==> src/rtl/mpeg_mv_pkg.sv <==
// ---------------------------------------------------------------------------
// mpeg_mv_pkg
// Shared types and constants for MPEG-2 dual-prime dmvector decoding.
//   state_t        : sequencer FSM states (IDLE, DEC_H, DEC_V, OUT)
//   DMV_*          : 2-bit two's-complement dmvector values
//   LEN_*          : dmvector code lengths in bits
//   is_decode_state: true in the states that pull bits from the shifter
// ---------------------------------------------------------------------------
package mpeg_mv_pkg;

  typedef enum logic [1:0] {
    IDLE  = 2'd0,
    DEC_H = 2'd1,
    DEC_V = 2'd2,
    OUT   = 2'd3
  } state_t;

  localparam logic signed [1:0] DMV_ZERO = 2'sb00;
  localparam logic signed [1:0] DMV_POS  = 2'sb01;
  localparam logic signed [1:0] DMV_NEG  = 2'sb11;

  localparam logic [1:0] LEN_NONE  = 2'd0;
  localparam logic [1:0] LEN_SHORT = 2'd1;
  localparam logic [1:0] LEN_LONG  = 2'd2;

  function automatic logic is_decode_state(input state_t s);
    return (s == DEC_H) || (s == DEC_V);
  endfunction

endpackage

==> src/rtl/dmv_pair_sequencer_if.sv <==
// ---------------------------------------------------------------------------
// dmv_pair_sequencer_if
// Bundles the parser start request, the bitstream shifter handshake and the
// predictor output handshake of the dmvector pair sequencer.
//   start       : decode-request pulse from the macroblock parser
//   busy        : sequencer not idle
//   bs_valid    : shifter holds at least 2 valid bits
//   bs_bits     : next two bits, bs_bits[1] earliest
//   bs_consume  : bits consumed this cycle (0..2)
//   dmv_h/dmv_v : decoded dmvector pair (signed, -1/0/+1)
//   out_valid   : pair available
//   out_ready   : predictor accepts the pair
//   pair_cnt    : pairs handed off, wraps
// Modports: master = environment side, slave = sequencer side.
// ---------------------------------------------------------------------------
interface dmv_pair_sequencer_if #(
  parameter int CNT_W = 8
);
  logic                    start;
  logic                    busy;
  logic                    bs_valid;
  logic        [1:0]       bs_bits;
  logic        [1:0]       bs_consume;
  logic signed [1:0]       dmv_h;
  logic signed [1:0]       dmv_v;
  logic                    out_valid;
  logic                    out_ready;
  logic        [CNT_W-1:0] pair_cnt;

  modport master (
    output start, bs_valid, bs_bits, out_ready,
    input  busy, bs_consume, dmv_h, dmv_v, out_valid, pair_cnt
  );

  modport slave (
    input  start, bs_valid, bs_bits, out_ready,
    output busy, bs_consume, dmv_h, dmv_v, out_valid, pair_cnt
  );
endinterface

==> src/rtl/dmv_vlc_decode.sv <==
// ---------------------------------------------------------------------------
// dmv_vlc_decode
// Combinational dmvector VLC decoder.
//   bits   in  2 : next two bitstream bits, bits[1] earliest
//   value  out 2 : signed decoded value ('0'->0, '10'->+1, '11'->-1)
//   length out 2 : code length in bits (1 or 2)
// ---------------------------------------------------------------------------
module dmv_vlc_decode
  import mpeg_mv_pkg::*;
(
  input  logic        [1:0] bits,
  output logic signed [1:0] value,
  output logic        [1:0] length
);

  always_comb begin
    value  = DMV_ZERO;
    length = LEN_SHORT;
    // A leading 1 means a two-bit code; the second bit is the sign.
    if (bits[1]) begin
      length = LEN_LONG;
      value  = bits[0] ? DMV_NEG : DMV_POS;
    end
  end

endmodule

==> src/rtl/dmv_pair_sequencer.sv <==
// ---------------------------------------------------------------------------
// dmv_pair_sequencer
// Decodes one dual-prime dmvector pair (horizontal then vertical) per start
// request, owning the shifter consume handshake, and hands the pair to the
// motion vector predictor over valid/ready.
//   clk : clock
//   rst : synchronous active-high reset
//   bus : dmv_pair_sequencer_if.slave (start, busy, bs_*, dmv_*, out_*,
//         pair_cnt)
// Parameter CNT_W: width of the handed-off pair counter.
// ---------------------------------------------------------------------------
module dmv_pair_sequencer
  import mpeg_mv_pkg::*;
#(
  parameter int CNT_W = 8
) (
  input  logic                 clk,
  input  logic                 rst,
  dmv_pair_sequencer_if.slave  bus
);

  state_t                  r_state;
  state_t                  w_state_next;
  logic                    r_busy;
  logic signed [1:0]       r_dmv_h;
  logic signed [1:0]       r_dmv_v;
  logic        [CNT_W-1:0] r_pair_cnt;

  logic signed [1:0]       w_dec_value;
  logic        [1:0]       w_dec_len;
  logic        [1:0]       w_consume;
  logic                    w_take;
  logic                    w_handoff;

  // One decoder serves both decode states; only one is active at a time.
  dmv_vlc_decode u_decode (
    .bits   (bus.bs_bits),
    .value  (w_dec_value),
    .length (w_dec_len)
  );

  always_comb begin
    w_state_next = r_state;
    w_take       = 1'b0;
    w_handoff    = 1'b0;
    w_consume    = LEN_NONE;
    case (r_state)
      IDLE: begin
        if (bus.start) w_state_next = DEC_H;
      end
      DEC_H: begin
        if (bus.bs_valid) begin
          w_take       = 1'b1;
          w_consume    = w_dec_len;
          w_state_next = DEC_V;
        end
      end
      DEC_V: begin
        if (bus.bs_valid) begin
          w_take       = 1'b1;
          w_consume    = w_dec_len;
          w_state_next = OUT;
        end
      end
      OUT: begin
        // start only counts when the pair is accepted in the same cycle.
        if (bus.out_ready) begin
          w_handoff    = 1'b1;
          w_state_next = bus.start ? DEC_H : IDLE;
        end
      end
      default: w_state_next = IDLE;
    endcase
  end

  always_ff @(posedge clk) begin
    if (rst) begin
      r_state    <= IDLE;
      r_busy     <= 1'b0;
      r_dmv_h    <= DMV_ZERO;
      r_dmv_v    <= DMV_ZERO;
      r_pair_cnt <= '0;
    end else begin
      r_state <= w_state_next;
      r_busy  <= (w_state_next != IDLE);
      if (w_take && (r_state == DEC_H)) r_dmv_h <= w_dec_value;
      if (w_take && (r_state == DEC_V)) r_dmv_v <= w_dec_value;
      if (w_handoff) r_pair_cnt <= r_pair_cnt + 1'b1;
    end
  end

  assign bus.busy       = r_busy;
  assign bus.out_valid  = (r_state == OUT);
  assign bus.dmv_h      = r_dmv_h;
  assign bus.dmv_v      = r_dmv_v;
  assign bus.pair_cnt   = r_pair_cnt;
  // Gated again by state so the shifter can never advance outside a decode.
  assign bus.bs_consume = is_decode_state(r_state) ? w_consume : LEN_NONE;

endmodule

==> src/flat_wrapper.sv <==
// flat-port wrapper written by rule: the top's interface ports become plain ports
module dmv_pair_sequencer_flat import mpeg_mv_pkg::*;
#(
  parameter int CNT_W = 8
)
  (clk, rst, bus_start, bus_bs_valid, bus_bs_bits, bus_out_ready, bus_busy, bus_bs_consume, bus_dmv_h, bus_dmv_v, bus_out_valid, bus_pair_cnt);
  dmv_pair_sequencer_if #(.CNT_W(CNT_W)) bus_i ();
  input  logic clk;
  input  logic rst;
  input wire logic [$bits(bus_i.start)-1:0] bus_start;
  input wire logic [$bits(bus_i.bs_valid)-1:0] bus_bs_valid;
  input wire logic [$bits(bus_i.bs_bits)-1:0] bus_bs_bits;
  input wire logic [$bits(bus_i.out_ready)-1:0] bus_out_ready;
  output wire logic [$bits(bus_i.busy)-1:0] bus_busy;
  output wire logic [$bits(bus_i.bs_consume)-1:0] bus_bs_consume;
  output wire logic [$bits(bus_i.dmv_h)-1:0] bus_dmv_h;
  output wire logic [$bits(bus_i.dmv_v)-1:0] bus_dmv_v;
  output wire logic [$bits(bus_i.out_valid)-1:0] bus_out_valid;
  output wire logic [$bits(bus_i.pair_cnt)-1:0] bus_pair_cnt;
  assign bus_i.start = bus_start;
  assign bus_i.bs_valid = bus_bs_valid;
  assign bus_i.bs_bits = bus_bs_bits;
  assign bus_i.out_ready = bus_out_ready;
  assign bus_busy = bus_i.busy;
  assign bus_bs_consume = bus_i.bs_consume;
  assign bus_dmv_h = bus_i.dmv_h;
  assign bus_dmv_v = bus_i.dmv_v;
  assign bus_out_valid = bus_i.out_valid;
  assign bus_pair_cnt = bus_i.pair_cnt;
  dmv_pair_sequencer #(.CNT_W(CNT_W)) u_core (.clk(clk), .rst(rst), .bus(bus_i));
endmodule
==> config.mk <==
export PLATFORM = sky130hd
export DESIGN_NAME = dmv_pair_sequencer_flat
export DESIGN_NICKNAME = d
export VERILOG_FILES = /design/src/rtl/mpeg_mv_pkg.sv /design/src/rtl/dmv_pair_sequencer_if.sv /design/src/rtl/dmv_vlc_decode.sv /design/src/rtl/dmv_pair_sequencer.sv /design/src/flat_wrapper.sv
export SDC_FILE = /design/constraint.sdc
export NUM_CORES = 1
export LEC_CHECK = 0
export CAP_MARGIN = 5
export CORE_MARGIN = 1
export CORE_UTILIZATION = 40
export DETAILED_ROUTE_END_ITERATION = 12
export GPL_ROUTABILITY_DRIVEN = 1
export GPL_TIMING_DRIVEN = 1
export PLACE_DENSITY_LB_ADDON = 0.1
export SLEW_MARGIN = 25
export SYNTH_ARGS = -nofsm -noshare
export SYNTH_HDL_FRONTEND = slang
export SYNTH_HIERARCHICAL = 1
export SYNTH_SLANG_ARGS = --single-unit
==> constraint.sdc <==
create_clock -name clk -period 2.6 [get_ports clk]
set_input_delay 0.52 -clock clk [delete_from_list [all_inputs] [get_ports clk]]
set_output_delay 0.52 -clock clk [all_outputs]
set_load 0.005 [all_outputs]
; Word-level counts from Yosys, hierarchy flattened
; Cells that the tools add are included.
[classes]
n_addsub = 1
n_eq_ne = 3
n_mux = 16
reduce_logical = 6
[op_table]
columns = op, count
row1 = two-way mux 2 bit, 10
row2 = adder 8 x 1 -> 8 bit (second input constant), 1
row3 = case mux 2 bit (4 select lines), 1
row4 = two-way mux 1 bit, 5
row5 = == test 2 bit (second input constant), 2
row6 = == test 2 x 1 -> 1 bit (second input constant), 1
row7 = logical AND 1 bit, 2
row8 = zero test 2 bit, 1
row9 = nonzero test 2 bit, 1
row10 = OR reduction 2 bit, 1
row11 = logical OR 1 bit, 1
[word_totals]
reg_bits = 15
inputBits = 7
output_inout_bits = 16
wordCells = 31

; Longest topological paths before layout
; Gate-level depths: netlist of the first run.
[depth]
depth_word = 4
ltp_mapped = 6
ltp_nobuf = 6

; Modules after synthesis
; Netlist of the first run, hierarchy kept.
[modules_own_cells]
columns = module, instances, cells_per_inst, area_each_um2, seq_area_each_um2
row1 = dmv_pair_sequencer, 1, 78, 723.2, 300.3
row2 = dmv_vlc_decode, 1, 4, 25.0, 0.0

; Worst setup path before layout of the first run
; Ideal clock, no wire load.
[synth_timing]
kind = reg2out
from = reg u_core.r_state[0]
to = out bus_bs_consume[0]
t_arrival_ps = 970
t_required_ps = 2080
slack_ps = 1110
path_stages_with_launch = 4
path_buffers = 0
cell_sequence = dfxtp_1 inv_1 ha_1 and3_1
[synth_via]
elab_chain_cells = 4
word_cells_on_any_way = 6
classes_between = 2 x eq/ne / 2 x mux / 2 x reduce/logical
[synth_rtl]
columns = item, line
row1 = from (decl), dmv_pair_sequencer.sv:22  ; state_t r_state;
row2 = from (signal assigned), dmv_pair_sequencer.sv:84  ; r_state <= w_state_next;
row3 = == test 2 bit or == test 2 x 1 -> 1 bit (tied branches), "mpeg_mv_pkg.sv:27, dmv_pair_sequencer.sv:47"
row4 = OR reduction 2 bit (no line), -
row5 = two-way mux 2 bit, -
row6 = two-way mux 2 bit *, dmv_pair_sequencer.sv:98  ; assign bus.bs_consume = is_decode_state(r_state) ? w_consume : LEN_NONE;
row7 = to (decl), flat_wrapper.sv:15  ; output wire logic [$bits(bus_i.bs_consume)-1:0] bus_bs_consume;
; Mark *: on every way between the ends. The rest lies on a longest branch, timed or not.

; Worst setup path after layout of the first run
[layout_timing]
from = reg u_core.r_state[0]
to = out bus_bs_consume[1]
; Same word-level chain as after synthesis.

==> results.yml, run 1 <==
outcome:
  outcome: "finished clean"
critical_path:
  cp_max_fo: 7
  cp.arrival_ns: 1.83
  worst-path-stages: 4
  reg2reg_to: "u_core/bus.pair_cnt[5]$_SDFFE_PP0P_"
  r2r.worst_path.cells: 5
  critPathLaunch: "u_core/r_state[0]$_SDFF_PP0_"
  cp_top_family: "buffers and inverters"
  cp_slowest_cell: "clkdlybuf4s50_1"
  rrSetupSlack_ns: 1.09
  crit_path_end_kind: "output pin"
  path_cells: "inv_1 > ha_1 > and3_1 > clkdlybuf4s50_1"
  crit_path_end: "bus_bs_consume[1]"
  cp-start-kind: "flip-flop"
  crit_required_ns: 2.08
  slowest_delay_ns: 0.51
  r2r_start: "u_core/r_state[0]$_SDFF_PP0_"
  path_buf_inv: 2
  critPathKind: "reg2out"
sta:
  slew_violations: 0
  relSlewSlack_pct: 65.0
  final.setup_skew_ns: 0.00235
  fin_setup_tns_ns: 0
  finalSetupViolations: 0
  hold_viol: 0
  rsz0062_at_grt: "false"
  tightest_slew_ns: 0.523
  fin_crit_ns: 2.35
  max_freq_mhz: 425
  finalCritPeriodShare_pct: 90.6
floorplan:
  io_pins: 23
  die_y_um: 45.3
  die_x_um: 45.3
  rows: 15
  die_area_um2: 2050
  coreArea_um2: 1750
  start_util_pct: 42.9
detailed_routing:
  first_iter_violations: 4
  wl_mm: 1.35
  routed-via-count: 611
  drc: 0
  detail_route.wl_per_cell_um: 10.5
  dr.pass1.iters: 4
  viasPerCell: 4.74
  ant_nets: 0
grt:
  grt_pass1_wl_mm: 2.29
  antenna_found_initial: 0
  grt_max_degree: 15
  track_usage_pct: 15.5
  grt_pass1_vias: 553
  grt_overflow: 0
clocking:
  cts_resized: 0
  cts_hold_buf: 0
  path_clk_slew_ns: 0.08
  cts.path.max_buffers: 2
  cts_setup_buffers: 0
  cts_sinks: 15
  ctsRootBufferMaster: "clkbuf_4"
  cts_htree_levels: 1
  cts_tree: "yes"
  clock_latency_ns: 0.27
  cts_buffers: 3
logic_synthesis:
  ys_types: 23
  ys_warn_count: 6
  syn-cell-area_um2: 748
  synth.top_cells.by_count: "dfxtp_1, nor2_1, ha_1, nand2_1, xor2_1"
  synth_nets: 95
  synthXorXnorAreaFrac_pct: 8.19
  synthTopCellsByArea: "dfxtp_1, ha_1, xor2_1"
  netlist_instances: 82
  synth_compound_area_share_pct: 8.19
  synth_most_common_cell: "dfxtp_1"
  seq_area_frac_synth_pct: 40.1
  yosys-mux-area-fraction_pct: 6.02
  synth_top_area_share_pct: 40.1
  synth_top_cell_by_area: "dfxtp_1"
  yosys.area_share.adder_pct: 10.0
  synthFlopType: "dfxtp_1"
  synthArstFlopShare_pct: 0
  synth-simple-area-share_pct: 21.9
  synth_top_family_by_area: "simple AND/OR/NAND/NOR gates"
  synth_seq_cells: 15
  synth_edf_count: 0
  syn_avg_cell_area_um2: 9.12
power:
  power.internal_uw: 443
  power.density_nw_per_um2: 648
  ir_worst_vdd_uv: 458
  p_leak_uw: 0.000415
  finalPower_uw: 645
  switchingPower_uw: 203
  p_seq_share_pct: 44.1
  swShare_pct: 31.4
  pwr-share-comb_pct: 36.1
  clkPwrFrac_pct: 19.8
layout:
  antenna_cells: 0
  areaGrowthSynthToFinish_pct: 33.1
  layout-drive-gt1-share_pct: 4.81
  nFillCells: 181
  nNetsFinal: 118
place:
  portBuffers: 22
  routabilityCongestion: 0.739
  place_hpwl_mm: 1.07
min_path:
  min_path_type: "reg2reg"
  holdPathStages: 2
run:
  cap_violations: 0
==> worst min path at each step <==
stage,slack (ns),to,start
6_report,0.46,u_core/bus.dmv_h[0]$_SDFFE_PP0P_,u_core/bus.dmv_h[0]$_SDFFE_PP0P_
5_1_grt,0.49,u_core/bus.dmv_h[1]$_SDFFE_PP0P_,u_core/bus.dmv_h[1]$_SDFFE_PP0P_
4_1_cts,0.48,u_core/bus.dmv_h[0]$_SDFFE_PP0P_,u_core/bus.dmv_h[0]$_SDFFE_PP0P_
3_5_place_dp,0.46,u_core/bus.dmv_h[0]$_SDFFE_PP0P_,u_core/bus.dmv_h[0]$_SDFFE_PP0P_
3_3_place_gp,0.46,u_core/bus.dmv_h[0]$_SDFFE_PP0P_,u_core/bus.dmv_h[0]$_SDFFE_PP0P_
2_1_floorplan,0.45,u_core/bus.dmv_h[0]$_SDFFE_PP0P_,u_core/bus.dmv_h[0]$_SDFFE_PP0P_
==> through the flow <==
stage                     instances  setup WS, ns  utilization, %  hold WS, ns  area (µm²)
after floorplan                  82          1.11               -        0.447         748
after global placement          125         0.310            55.6        0.457         970
final                           129         0.245            57.1        0.464         996
after global routing            129         0.113            57.1        0.486         996
after CTS                       129         0.200            57.1        0.475         996
after detailed placement        125         0.257            55.6        0.460         970
==> cell families (layout without fill, tap and decap cells) <==
| group | count (synthesis) | count (layout) |
|---|---|---|
| AOI/OAI and AO/OA | 9 | 9 |
| xor gates and xnor gates | 7 | 7 |
| adders and majority gates | 6 | 6 |
| buffers and inverters | 7 | 29 |
| DFF | 15 | 15 |
| muxes | 4 | 4 |
| and+or+nand+nor | 34 | 34 |
==> sequential cells by signal, summed over array words and instances, names as in the netlist <==
signal               flops
u_core/bus.pair_cnt      8
u_core/bus.dmv_h         2
u_core/bus.dmv_v         2
u_core/r_state           2
u_core/bus.busy          1
==> layout make-up <==
class | instances | area [µm²] | area share, %
clock buffer | 4 | 26.3 | 2.64
inverter | 3 | 11.3 | 1.13
multi-input combinational | 60 | 407 | 40.8
sequential | 15 | 300 | 30.2
tap | 25 | 31.3 | 3.14
timing repair buffer | 22 | 220 | 22.1
==> tightest hold or removal path, cell delays in order, from the launching register on <==
cell and delay, ns:
dfxtp_1 0.32, nand2_1 0.05, a21oi_1 0.05
==> power groups by stage <==
stage               clock network (µW)  logic, µW  registers [µW]
finish                             128        233             285
global route                       145        264             290
CTS                                134        238             286
detailed placement                   0        237             291
global placement                     0        231             290
floorplan                            0        155             285
==> routing by layer <==
metal  vias to the layer above  track usage (%)  wire, µm
met3                         0             6.00        64
met5                         -                0         0
met1                       279             19.6       646
met2                        14             25.5       642
li1                        318                -         -
met4                         0             1.82         0
==> cell usage in the layout, fill, tap and decap left out, types with 2 or more instances in the layout <==
| cell type | count |
|---|---|
| nor2_1 | 12 |
| and3_1 | 4 |
| nand2_1 | 6 |
| dfxtp_1 | 15 |
| mux2i_1 | 3 |
| xor2_1 | 6 |
| clkdlybuf4s50_1 | 22 |
| inv_1 | 3 |
| and2_1 | 3 |
| nor2b_1 | 2 |
| a21oi_1 | 4 |
| ha_1 | 6 |
| nand4_1 | 4 |
| nand3_1 | 3 |
| clkbuf_4 | 3 |
Power figures use the tool's default switching activity.
==> run 2: changes to the inputs <==
Settings changed: CTS_BUF_LIST set to sky130_fd_sc_hd__clkbuf_8.
==> run 2 against run 1 <==
Compared with the run above:
- critical path depth shrank 1
- clock skew is essentially flat
- final area grew 1.9%
- sequential share of layout area shrank 0.56 points
- highest routed layer is now met4
- worst hold slack lost 0.0040 ns
- clock-buffer cell count shrank 1
- sequential power is essentially flat
- largest power group unchanged
- clock power grew 39%
- cell count is the same
- core utilization grew 1.1 points
==> results.yml, run 2 (synthesis gave the netlist of run 1 again) <==
clocking:
  cts_buffers: 3
  cts_htree_levels: 1
  ctsRootBufferMaster: "clkbuf_8"
  cts_setup_buffers: 0
  cts_tree: "yes"
  cts_sinks: 15
  clock_latency_ns: 0.24
  cts_hold_buf: 0
  path_clk_slew_ns: 0.06
  cts_resized: 0
  cts.path.max_buffers: 2
critical_path:
  r2r.worst_path.cells: 5
  cp.arrival_ns: 1.81
  path_buf_inv: 2
  cp_slowest_cell: "clkdlybuf4s50_1"
  cp_max_fo: 8
  path_cells: "clkdlybuf4s50_1 > and3_1 > clkdlybuf4s50_1"
  cp_top_family: "buffers and inverters"
  worst-path-stages: 3
  crit_path_end_kind: "output pin"
  cp-start-kind: "primary input"
  critPathKind: "in2out"
  crit_required_ns: 2.08
  slowest_delay_ns: 0.59
  crit_top_cell: "clkdlybuf4s50_1"
grt:
  grt_pass1_vias: 555
  grt_overflow: 0
  antenna_found_initial: 0
  grt_max_degree: 15
  grt_pass1_wl_mm: 2.31
  track_usage_pct: 16.0
floorplan:
  rows: 15
  die_y_um: 45.3
  start_util_pct: 42.9
  coreArea_um2: 1750
  io_pins: 23
  die_x_um: 45.3
  die_area_um2: 2050
sta:
  finalCritPeriodShare_pct: 89.6
  max_freq_mhz: 429
  fin_setup_tns_ns: 0
  tightest_slew_ns: 0.531
  finalSetupViolations: 0
  relSlewSlack_pct: 64.5
  slew_violations: 0
  rsz0062_at_grt: "false"
  final.setup_skew_ns: 0.00204
  hold_viol: 0
  fin_crit_ns: 2.33
min_path:
  holdPathStages: 2
  min_path_type: "reg2reg"
detailed_routing:
  drc: 0
  detail_route.wl_per_cell_um: 10.7
  viasPerCell: 4.72
  wl_mm: 1.38
  dr.pass1.iters: 4
  routed-via-count: 609
  ant_nets: 0
  first_iter_violations: 4
run:
  cap_violations: 0
layout:
  nNetsFinal: 118
  register_area_um2: 300
  multiInputGateArea_um2: 407
  mostFrequentLayoutCells: "clkdlybuf4s50_1, dfxtp_1, nor2_1"
  largest_reg_flops: 8
  final_common_cell: "clkdlybuf4s50_1"
  nFillCells: 179
  antenna_cells: 0
  layout-drive-gt1-share_pct: 4.81
  areaGrowthSynthToFinish_pct: 35.6
power:
  power.density_nw_per_um2: 686
  ir_worst_vdd_uv: 442
  p_leak_uw: 0.000427
  finalPower_uw: 696
place:
  portBuffers: 22
  place_hpwl_mm: 1.07
  routabilityCongestion: 0.739
outcome:
  outcome: "finished clean"
run 2: path summary, 6_finish.rpt:
path	endpoint	startpoint	slack (ns)
setup / recovery	bus_bs_consume[1]	bus_bs_valid	0.27
hold reg to reg	u_core/bus.dmv_h[0]$_SDFFE_PP0P_	u_core/bus.dmv_h[0]$_SDFFE_PP0P_	0.46
hold / removal	u_core/bus.dmv_h[0]$_SDFFE_PP0P_	u_core/bus.dmv_h[0]$_SDFFE_PP0P_	0.46
setup reg to reg	u_core/bus.pair_cnt[5]$_SDFFE_PP0P_	u_core/r_state[0]$_SDFF_PP0_	1.10
run 2: area by class of cell:
| class | instances | share of cell area [%] |
|---|---|---|
| clock buffer | 3 | 4.07 |
| timing repair buffer | 22 | 21.7 |
| tap | 25 | 3.08 |
| sequential | 15 | 29.6 |
| inverter | 3 | 1.11 |
| clock inverter | 1 | 0.370 |
| multi-input combinational | 60 | 40.1 |
run 2: per-layer routing:
| layer | vias up | track usage, % | share of wire (%) |
|---|---|---|---|
| li1 | 318 | - | - |
| met5 | - | 0 | 0 |
| met4 | 0 | 5.45 | 0.72 |
| met3 | 2 | 6.00 | 5.7 |
| met2 | 16 | 25.5 | 47 |
| met1 | 273 | 19.6 | 47 |
run 2: worst reg2reg max path, delay by kind of cell (launching register included):
family	cells	cell delay [ns]
simple gates	3	0.53
fa+ha+maj	1	0.21
xor+xnor	1	0.17
flops	1	0.46
run 2: where the power goes:
group          internal (µW)  switching [µW]  leakage (µW)
Sequential               258            27.7      0.000122
Combinational            126             107      0.000278
Clock                    104            73.3     0.0000269
run 2: metrics by stage:
stage,std cells,cell area (µm²),hold slack [ns],util [%],setup WS [ns]
after detailed placement,125,970,0.460,55.6,0.257
after global routing,129,1010,0.481,58.1,0.169
after CTS,129,1010,0.471,58.1,0.248
final,129,1010,0.460,58.1,0.272
after floorplan,82,748,0.447,-,1.11
after global placement,125,970,0.457,55.6,0.310
==> run 3: changes to the inputs <==
Settings changed: CORE_MARGIN 1 to 2, TNS_END_PERCENT set to 100.
==> run 3 against run 2 <==
Compared with the run above:
- final area did not move
- clock-buffer cell count did not move
- clock power barely moved
==> results.yml, run 3 (synthesis gave the netlist of run 1 again) <==
outcome:
  outcome: "finished clean"
critical_path:
  cp_slowest_cell: "clkdlybuf4s50_1"
  cp_max_fo: 7
  critPathKind: "reg2out"
  crit_path_end_kind: "output pin"
  path_cells: "inv_1 > ha_1 > and3_1 > clkdlybuf4s50_1"
  cp-start-kind: "flip-flop"
  cp.arrival_ns: 1.82
  r2r.worst_path.cells: 5
  slowest_delay_ns: 0.51
  crit_required_ns: 2.08
clocking:
  cts_hold_buf: 0
  cts_tree: "yes"
  clock_latency_ns: 0.24
  cts_htree_levels: 1
  cts_setup_buffers: 0
  cts_resized: 0
  cts.path.max_buffers: 2
  cts_sinks: 15
  path_clk_slew_ns: 0.06
  ctsRootBufferMaster: "clkbuf_8"
  cts_buffers: 3
sta:
  relSlewSlack_pct: 63.7
  finalCritPeriodShare_pct: 90.0
  finalSetupViolations: 0
  final.setup_skew_ns: 0.000942
  hold_viol: 0
  worst_slack_ns: 0.260
  holdWs_ns: 0.463
  max_freq_mhz: 427
  fin_setup_tns_ns: 0
  tightest_slew_ns: 0.543
  rsz0062_at_grt: "false"
  fin_crit_ns: 2.34
  slew_violations: 0
run:
  cap_violations: 0
floorplan:
  start_util_pct: 42.9
  die_y_um: 47.3
  io_pins: 23
  coreArea_um2: 1750
  rows: 15
  die_area_um2: 2230
  die_x_um: 47.3
power:
  power.internal_uw: 489
  p_seq_share_pct: 40.8
  ir_worst_vdd_uv: 381
  power.density_nw_per_um2: 692
  pwr-share-comb_pct: 33.7
  clkPwrFrac_pct: 25.4
  p_leak_uw: 0.000427
  swShare_pct: 30.5
  switchingPower_uw: 214
layout:
  fin_util_pct: 58.1
  mostFrequentLayoutCells: "clkdlybuf4s50_1, dfxtp_1, nor2_1"
  final_cells: 129
  areaGrowthSynthToFinish_pct: 35.6
  layout-drive-gt1-share_pct: 4.81
  nNetsFinal: 118
  largest_reg_flops: 8
  antenna_cells: 0
  final_common_cell: "clkdlybuf4s50_1"
place:
  place_hpwl_mm: 1.13
  place_worst_setup_slack_ns: 0.263
  routabilityCongestion: 0.728
  portBuffers: 22
  dp.cells: 125
detailed_routing:
  routed-via-count: 625
  detail_route.wl_per_cell_um: 11.3
  drc: 0
  wl_mm: 1.46
  first_iter_violations: 6
  viasPerCell: 4.84
  dr.pass1.iters: 3
  ant_nets: 0
grt:
  grt_overflow: 0
  track_usage_pct: 14.9
  grt_max_degree: 15
  grt_pass1_vias: 526
  grt_pass1_wl_mm: 2.27
  antenna_found_initial: 0
min_path:
  min_path_type: "reg2reg"
  holdPathStages: 2
-- run 3: critical path: cells and delay by family (launching register included) --
| kind | cells | cell delay, ns |
|---|---|---|
| DFF | 1 | 0.47 |
| and+or+nand+nor | 1 | 0.16 |
| buffers and inverters | 2 | 0.62 |
| adders and majority gates | 1 | 0.33 |
-- run 3: area by class of cell --
cell class	instances	area, µm²
inverters	3	11.3
clock inverters	1	3.75
fillers	167	731
well taps	25	31.3
multi-input cells	60	407
clock buffers	3	41.3
repair buffers	22	220
flip-flops and latches	15	300
-- run 3: power groups by stage --
stage          sequential, µW  clock [µW]  combinational (µW)
5_1_grt                   289         197                 265
3_5_place_dp              290           0                 239
3_3_place_gp              291           0                 231
6_report                  287         179                 237
2_1_floorplan             285           0                 155
4_1_cts                   287         186                 239
-- run 3: final timing paths --
path	start	end	slack (ns)
hold reg to reg	u_core/bus.dmv_h[1]$_SDFFE_PP0P_	u_core/bus.dmv_h[1]$_SDFFE_PP0P_	0.46
hold / removal	u_core/bus.dmv_h[1]$_SDFFE_PP0P_	u_core/bus.dmv_h[1]$_SDFFE_PP0P_	0.46
setup reg to reg	u_core/r_state[0]$_SDFF_PP0_	u_core/bus.pair_cnt[7]$_SDFFE_PP0P_	1.09
setup / recovery	u_core/r_state[0]$_SDFF_PP0_	bus_bs_consume[1]	0.26
-- run 3: metal layers --
metal / track usage (%) / vias to the layer above / routed length, µm
li1: - / 318 / -
met1: 19.3 / 291 / 691
met2: 21.9 / 14 / 687
met3: 6.92 / 2 / 69
met4: 5.00 / 0 / 10
met5: 0 / - / 0
-- run 3: per-stage QoR --
stage               power, µW  instance area (µm²)
finish                    703                 1010
global placement          522                  970
global route              751                 1010
detailed placement        529                  970
floorplan                 441                  748
CTS                       713                 1010
